File: config.mk
export PLATFORM = sky130hd
export DESIGN_NAME = mont_reduce_pipe
export DESIGN_NICKNAME = d
export VERILOG_FILES = /design/src/rtl/kyber_pkg.sv /design/src/rtl/mont_reduce_lane.sv /design/src/rtl/mont_reduce_pipe.sv
export SDC_FILE = /design/constraint.sdc
export NUM_CORES = 1
export LEC_CHECK = 0
export BUFFER_PORTS_ARGS = -buffer_cell sky130_fd_sc_hd__buf_2
export CAP_MARGIN = 20
export CORE_AREA = 2 2 173 175
export CTS_CLUSTER_DIAMETER = 50
export DETAILED_ROUTE_END_ITERATION = 8
export DIE_AREA = 0 0 175 177
export GPL_ROUTABILITY_DRIVEN = 0
export PLACE_DENSITY = 0.73
export SYNTH_ARGS = -nofsm -noshare
export SYNTH_HDL_FRONTEND = slang
export SYNTH_SLANG_ARGS = --single-unit
File: constraint.sdc
create_clock -name clk -period 5.7 [get_ports clk]
set_input_delay 0.855 -clock clk [delete_from_list [all_inputs] [get_ports clk]]
set_output_delay 0.855 -clock clk [all_outputs]
set_load 0.02 [all_outputs]
File: src/rtl/kyber_pkg.sv
// Shared Kyber constants and coefficient types for the Montgomery reduction datapath.
// Build option MONT_REDUCE_PIPE_CANON_EN adds a fourth, canonicalising pipeline stage.
package kyber_pkg;

  localparam int KYBER_W    = 16;
  localparam int KYBER_Q    = 3329;
  localparam int KYBER_QINV = -3327;
  localparam int KYBER_MONT = -1044;

  typedef logic signed [KYBER_W-1:0]   coef_t;
  typedef logic signed [2*KYBER_W-1:0] prod_t;

`ifdef MONT_REDUCE_PIPE_CANON_EN
  localparam int MONT_STAGES = 4;
`else
  localparam int MONT_STAGES = 3;
`endif

endpackage

File: src/rtl/mont_reduce_lane.sv
// One lane of signed Montgomery reduction: r = (a - (a*QINV mod 2^W)*Q) >>> W.
// Macro MONT_REDUCE_PIPE_CANON_EN appends a stage mapping r into [0, Q).
module mont_reduce_lane
  import kyber_pkg::*;
#(
  parameter int WIDTH = KYBER_W,
  parameter int Q     = KYBER_Q,
  parameter int QINV  = KYBER_QINV
) (
  input  logic                 clk,
  input  logic                 rst,
  input  logic                 en,
  input  logic [2*WIDTH-1:0]   in_a,
  output logic [WIDTH-1:0]     out_r
);

  localparam logic [WIDTH-1:0]          QINV_W = WIDTH'(QINV);
  localparam logic signed [2*WIDTH-1:0] Q_P    = (2*WIDTH)'(Q);

  logic signed [2*WIDTH-1:0] r_a1, r_a2, r_p2;
  logic signed [WIDTH-1:0]   r_t1, r_r3;
  logic [WIDTH-1:0]          w_t;
  logic signed [2*WIDTH-1:0] w_t_ext, w_p;
  logic signed [WIDTH-1:0]   w_r;

  // The low W bits of a - p are zero by construction, so the upper half is the result.
  always_comb begin
    w_t     = in_a[WIDTH-1:0] * QINV_W;
    w_t_ext = {{WIDTH{r_t1[WIDTH-1]}}, r_t1};
    w_p     = w_t_ext * Q_P;
    w_r     = WIDTH'((r_a2 - r_p2) >>> WIDTH);
  end

  // NOTE: datapath registers are reset too, so out_data reads zero (not stale data) after reset.
  always_ff @(posedge clk) begin
    if (rst) begin
      r_a1 <= '0;
      r_t1 <= '0;
      r_a2 <= '0;
      r_p2 <= '0;
      r_r3 <= '0;
    end else if (en) begin
      r_a1 <= in_a;
      r_t1 <= w_t;
      r_a2 <= r_a1;
      r_p2 <= w_p;
      r_r3 <= w_r;
    end
  end

`ifdef MONT_REDUCE_PIPE_CANON_EN
  localparam logic signed [WIDTH-1:0] Q_R = WIDTH'(Q);
  logic signed [WIDTH-1:0] r_r4;

  always_ff @(posedge clk) begin
    if (rst) begin
      r_r4 <= '0;
    end else if (en) begin
      r_r4 <= r_r3[WIDTH-1] ? r_r3 + Q_R : r_r3;
    end
  end

  assign out_r = r_r4;
`else
  assign out_r = r_r3;
`endif

endmodule

File: src/rtl/mont_reduce_pipe.sv
// Multi-lane pipelined Montgomery reducer with valid/ready handshake and tag pass-through.
// Macro MONT_REDUCE_PIPE_CANON_EN lengthens the pipeline to 4 stages with output in [0, Q).
module mont_reduce_pipe
  import kyber_pkg::*;
#(
  parameter int WIDTH = KYBER_W,
  parameter int Q     = KYBER_Q,
  parameter int QINV  = KYBER_QINV,
  parameter int LANES = 2,
  parameter int TAG_W = 8
) (
  input  logic                       clk,
  input  logic                       rst,
  input  logic                       in_valid,
  output logic                       in_ready,
  input  logic [LANES*2*WIDTH-1:0]   in_data,
  input  logic [TAG_W-1:0]           in_tag,
  output logic                       out_valid,
  input  logic                       out_ready,
  output logic [LANES*WIDTH-1:0]     out_data,
  output logic [TAG_W-1:0]           out_tag
);

  localparam int STAGES = MONT_STAGES;

  logic [STAGES-1:0] r_vld;
  logic [TAG_W-1:0]  r_tag [STAGES];
  logic              w_en;

  // One global enable: the whole pipe advances or the whole pipe holds.
  assign w_en      = !out_valid || out_ready;
  assign in_ready  = w_en;
  assign out_valid = r_vld[STAGES-1];
  assign out_tag   = r_tag[STAGES-1];

  always_ff @(posedge clk) begin
    if (rst) begin
      r_vld <= '0;
      for (int i = 0; i < STAGES; i++) r_tag[i] <= '0;
    end else if (w_en) begin
      r_vld    <= {r_vld[STAGES-2:0], in_valid};
      r_tag[0] <= in_tag;
      for (int i = 1; i < STAGES; i++) r_tag[i] <= r_tag[i-1];
    end
  end

  for (genvar g = 0; g < LANES; g++) begin : g_lane
    mont_reduce_lane #(
      .WIDTH (WIDTH),
      .Q     (Q),
      .QINV  (QINV)
    ) u_lane (
      .clk   (clk),
      .rst   (rst),
      .en    (w_en),
      .in_a  (in_data[g*2*WIDTH +: 2*WIDTH]),
      .out_r (out_data[g*WIDTH +: WIDTH])
    );
  end

endmodule

Word level (Yosys, flattened, before mapping) --
Memory sizes are Yosys's and may differ from the RTL's. Index checks and enable logic that the tools add are counted.
Word-level totals: register bits after elaboration 259, bits in writable memories 24, bits of input ports 76, output and inout bits 42, logic and storage cells 31, memories 1
Memories:
- r_tag | depth 3, bits a word 8, read ports 3, clocked after Yosys merged registers in 0, write ports 3, line mont_reduce_pipe.sv:27 | logic [TAG_W-1:0] r_tag [STAGES];
Operators by class: add/subtract/negate cells 2, multiply operators 4, multiplexer cells 8, bitwise gates (word level) 3, reductions and logical operators 2
Operators with widths (number):
- $sub 32x32->32 | 2
- $mul 16x13->29 const B | 2
- $mul 16x13->16 const B | 2
- $mux 8 | 3
- $mux 1 | 5
- $or 1x1->1 | 3
- $logic_not 1->1 | 1
- $logic_or 1x1->1 | 1

Longest topological paths before layout --
word-level depth 6, depth in mapped cells 18

By module --
A second synthesis with hierarchy kept.
Second synthesis, totals: cell total of the unflattened synthesis 1661, area, all modules 16417.0 µm²
Modules (own cells, without submodules):
- mont_reduce_lane at g_lane[0].u_lane | instances 1, cells each 815, area an instance 7717.4 µm², seq. area each 2021.9 µm²
- mont_reduce_lane at g_lane[1].u_lane | instances 1, cells each 771, area an instance 7455.9 µm², seq. area each 2021.9 µm²
- mont_reduce_pipe | instances 1, cells each 75, area an instance 1243.7 µm², seq. area each 780.7 µm²

Least setup slack after synthesis --
Ideal clock, no wire load.
path type in2reg, start input port in_data[4], end register g_lane[0].u_lane.r_t1[15], arrival time 4.344 ns, slack 1.285 ns, stages on the path 15, path through ha_1 inv_1 fa_1 fa_1 fa_1 inv_1 ha_1 ha_1 ha_1 a21o_1 a21oi_1 xnor2_1 xnor2_1 nand2_1 a21oi_1
Between the ends: cells in the longest elaborated chain, start to end 1
RTL lines:
- from (decl) | line mont_reduce_pipe.sv:16 | input logic [LANES*2*WIDTH-1:0] in_data,
- $mul 16x13->16 | line mont_reduce_lane.sv:28 | w_t = in_a[WIDTH-1:0] * QINV_W;
- to (signal assigned) | line mont_reduce_lane.sv:44 | r_t1 <= w_t;
- to (decl) | line mont_reduce_lane.sv:21 | logic signed [WIDTH-1:0] r_t1, r_r3;
No other way between the ends. A chain may end at the register's enable or synchronous reset.

Worst setup path after layout --
start register g_lane[0].u_lane.r_t1[1], end register g_lane[0].u_lane.r_p2[27]
Between the ends: cells in the longest elaborated chain, start to end 1
RTL lines:
- $mul 16x13->29 | line mont_reduce_lane.sv:30 | w_p = w_t_ext * Q_P;
- to (signal assigned) | line mont_reduce_lane.sv:46 | r_p2 <= w_p;
- to (decl) | line mont_reduce_lane.sv:20 | logic signed [2*WIDTH-1:0] r_a1, r_a2, r_p2;
No other way between the ends.

==> results.py <==
metrics = {
    "outcome": {
        "status": "finished, final reports clean",
    },
    "clock_network": {
        "max-clock-path-buffers": 3,
        "clk_latency_ns": 0.55,
        "cts_max_level": 1,
        "clkSlewWorstSetupHoldPaths_ns": 0.06,
        "cts_setup_buffers": 0,
        "ctsResizeCount": 0,
        "cts_buffers": 27,
        "clkSinkCount": 229,
        "ctsHoldBuffers": 0,
        "clockRootBuffer": "clkbuf_16",
        "cts_tree": "done",
    },
    "finish": {
        "fin_util_pct": 59.8,
        "layout-drive-gt1-share_pct": 9.97,
        "nets": 2263,
        "fin_cells": 2266,
        "area_growth_pct": 11.2,
        "n_antenna_cell": 0,
        "final_common_cell": "nand2_1",
        "most-common-layout-cells": "359 x nand2_1, 257 x ha_1, 209 x a21oi_1",
    },
    "global_routing": {
        "antenna_found_initial": 0,
        "overflow": 0,
        "grt_first_pass_wirelength_um": 55900,
        "grt_max_degree": 111,
        "grt_usage_pct": 21.5,
        "grt_pass1_vias": 12004,
    },
    "power_and_ir_drop": {
        "p_per_area_nw_per_um2": 531,
        "ir_drop_v": 0.000364,
        "power_leakage_nw": 8.57,
    },
    "placed_design": {
        "place_ws_ns": 0.915,
        "dp_hpwl_um": 24600,
        "io_buffers": 117,
        "placed_cells": 2215,
    },
    "synthesis": {
        "synth_cells": 1777,
        "synthArstFlopShare_pct": 0,
        "yosysSeqAreaShare_pct": 30.7,
        "synth_seq_cells": 229,
        "synth-edff-count": 24,
        "synthFlopType": "dfxtp_1",
        "synth_nets": 2185,
        "avgSynthCellArea_um2": 8.85,
        "synth-warning-count": 0,
        "ys_types": 68,
        "synthesis.area_um2": 15700,
    },
    "sta": {
        "min_period_ns": 4.55,
        "clock-skew-final_ns": 0.0121,
        "max_clock_freq_mhz": 220,
        "max_slew_margin_pct": 30.8,
        "fin_setup_tns_ns": 0,
        "rsz0062_at_grt": "no",
        "finalSetupViolCount": 0,
        "worstMarginPinSlew_ns": 1.04,
        "fin_crit_sh_pct": 79.8,
        "hold_viol": 0,
        "drv_slew": 0,
        "setup_slack_ns": 1.15,
    },
    "floorplan": {
        "coreArea_um2": 29200,
        "initial_utilization_pct": 53.8,
        "die_w_um": 175,
        "io_pins": 118,
        "floorplan.rows": 63,
        "die-area_um2": 31000,
        "die_h_um": 177,
    },
    "drt": {
        "totalWireLength_um": 32600,
        "drc": 0,
        "first_iter_violations": 699,
        "antenna_left": 0,
        "routedWlPerCell_um": 14.4,
        "via_count": 12120,
        "dr.pass1.iters": 5,
        "avgViaCountPerCell": 5.35,
    },
    "worst_hold_path": {
        "hp-start": "g_lane[0].u_lane.out_r[13]$_SDFFE_PP0P_",
        "whs_path_depth": 2,
        "hold_path.class": "register to register",
        "min_delay_worst_endpoint": "g_lane[0].u_lane.out_r[13]$_SDFFE_PP0P_",
    },
    "setup_path": {
        "r2r_setup_slack_ns": 1.15,
        "cp_max_fo": 4,
        "critPathLaunchType": "register",
        "path_class": "register to register",
        "r2r_end": "g_lane[0].u_lane.r_p2[27]$_SDFFE_PP0P_",
        "rr_startpoint": "g_lane[0].u_lane.r_t1[1]$_SDFFE_PP0P_",
        "worstPathRequired_ns": 6.09,
        "r2r_cells": 16,
        "crit_path_end_kind": "register",
        "cp.arrival_ns": 4.93,
    },
    "flow_run": {
        "drv_cap": 0,
    },
}
==> flip-flops by register name, indices dropped and copies added, names as in the netlist <==
signal	cells
g_lane.u_lane.r_p2	42
g_lane.u_lane.r_a1	56
g_lane.u_lane.out_r	32
g_lane.u_lane.r_t1	24
g_lane.u_lane.r_a2	48
r_tag	24
r_vld	3
==> report_power, final <==
group | leakage, nW | internal [W] | switching (W)
Sequential | 1.99 | 0.00194 | 0.000239
Combinational | 6.14 | 0.00241 | 0.00295
Clock | 0.448 | 0.00106 | 0.000690
Total | 8.57 | 0.00541 | 0.00388
==> per-stage QoR <==
step	hold slack, ns	power [W]	instance area [um2]
after floorplan	0.432	0.00642	15700
after global placement	0.432	0.00739	16500
after detailed placement	0.441	0.00753	16500
after CTS	0.452	0.00937	17500
after global routing	0.468	0.0102	17500
final	0.448	0.00929	17500
==> cell usage after synthesis, types with 24 or more instances <==
library cell / instances / area share (%)
edfxtp_1: 24 / 4.6
fa_1: 75 / 9.5
xor2_1: 27 / 1.5
a21o_1: 35 / 1.7
inv_1: 157 / 3.7
dfxtp_1: 205 / 26
and2_1: 28 / 1.1
ha_1: 257 / 20
nand2_1: 359 / 8.6
xnor2_1: 56 / 3.1
clkbuf_1: 56 / 1.3
nor2_1: 45 / 1.1
a21oi_1: 209 / 6.6
o21ai_0: 43 / 1.4
==> metal layers <==
metal  vias to the layer above  part of all wire, %  global-route usage, %
li1                       6168                    -                      -
met1                      5723                   46                   28.0
met2                       186                   49                   38.1
met3                        43                  3.3                   2.56
met4                         0                  2.2                   5.07
met5                         -                    0                      0
==> worst max-delay path by stage <==
| stage | endpoint | from | cells after the start | slack, ns |
|---|---|---|---|---|
| after floorplan | g_lane[0].u_lane.r_t1[15]$_SDFFE_PP0P_ | in_data[4] | 15 | 1.29 |
| after global placement | g_lane[0].u_lane.r_t1[15]$_SDFFE_PP0P_ | in_data[4] | 16 | 1.02 |
| after detailed placement | g_lane[1].u_lane.r_t1[15]$_SDFFE_PP0P_ | in_data[36] | 16 | 0.91 |
| after CTS | g_lane[0].u_lane.r_p2[27]$_SDFFE_PP0P_ | g_lane[0].u_lane.r_t1[1]$_SDFFE_PP0P_ | 16 | 1.13 |
| after global routing | g_lane[0].u_lane.r_p2[27]$_SDFFE_PP0P_ | g_lane[0].u_lane.r_t1[1]$_SDFFE_PP0P_ | 16 | 0.79 |
| final | g_lane[0].u_lane.r_p2[27]$_SDFFE_PP0P_ | g_lane[0].u_lane.r_t1[1]$_SDFFE_PP0P_ | 16 | 1.15 |
==> cell type report <==
cell class | count | area (um2)
Clock buffer | 33 | 738
Clock inverter | 17 | 183
Fill cell | 2553 | 11700
Inverter | 158 | 598
Multi-Input combinational cell | 1314 | 9990
Sequential cell | 229 | 4820
Tap cell | 390 | 488
Timing Repair Buffer | 125 | 672
==> critical path, cell delays in order, from the launching register on <==
cell,delay (ns)
dfxtp_1,0.34
ha_1,0.28
inv_1,0.05
fa_1,0.50
inv_1,0.04
ha_1,0.30
fa_1,0.46
ha_1,0.30
ha_1,0.35
and3_1,0.22
a2111oi_4,0.46
o221ai_1,0.22
a41oi_1,0.33
o21bai_1,0.11
a21oi_1,0.19
xor2_1,0.17
o22ai_1,0.08
==> logic make-up after synthesis <==
kind of cell	count (synthesis)	share of synthesized area (%)
buf+inv	234	5.91
simple gates	504	13.5
fa+ha+maj	332	30.0
flops	229	30.7
xor+xnor	83	4.62
mux	3	0.191
compound gates	392	15.1
(Power assumes the default switching activity.)
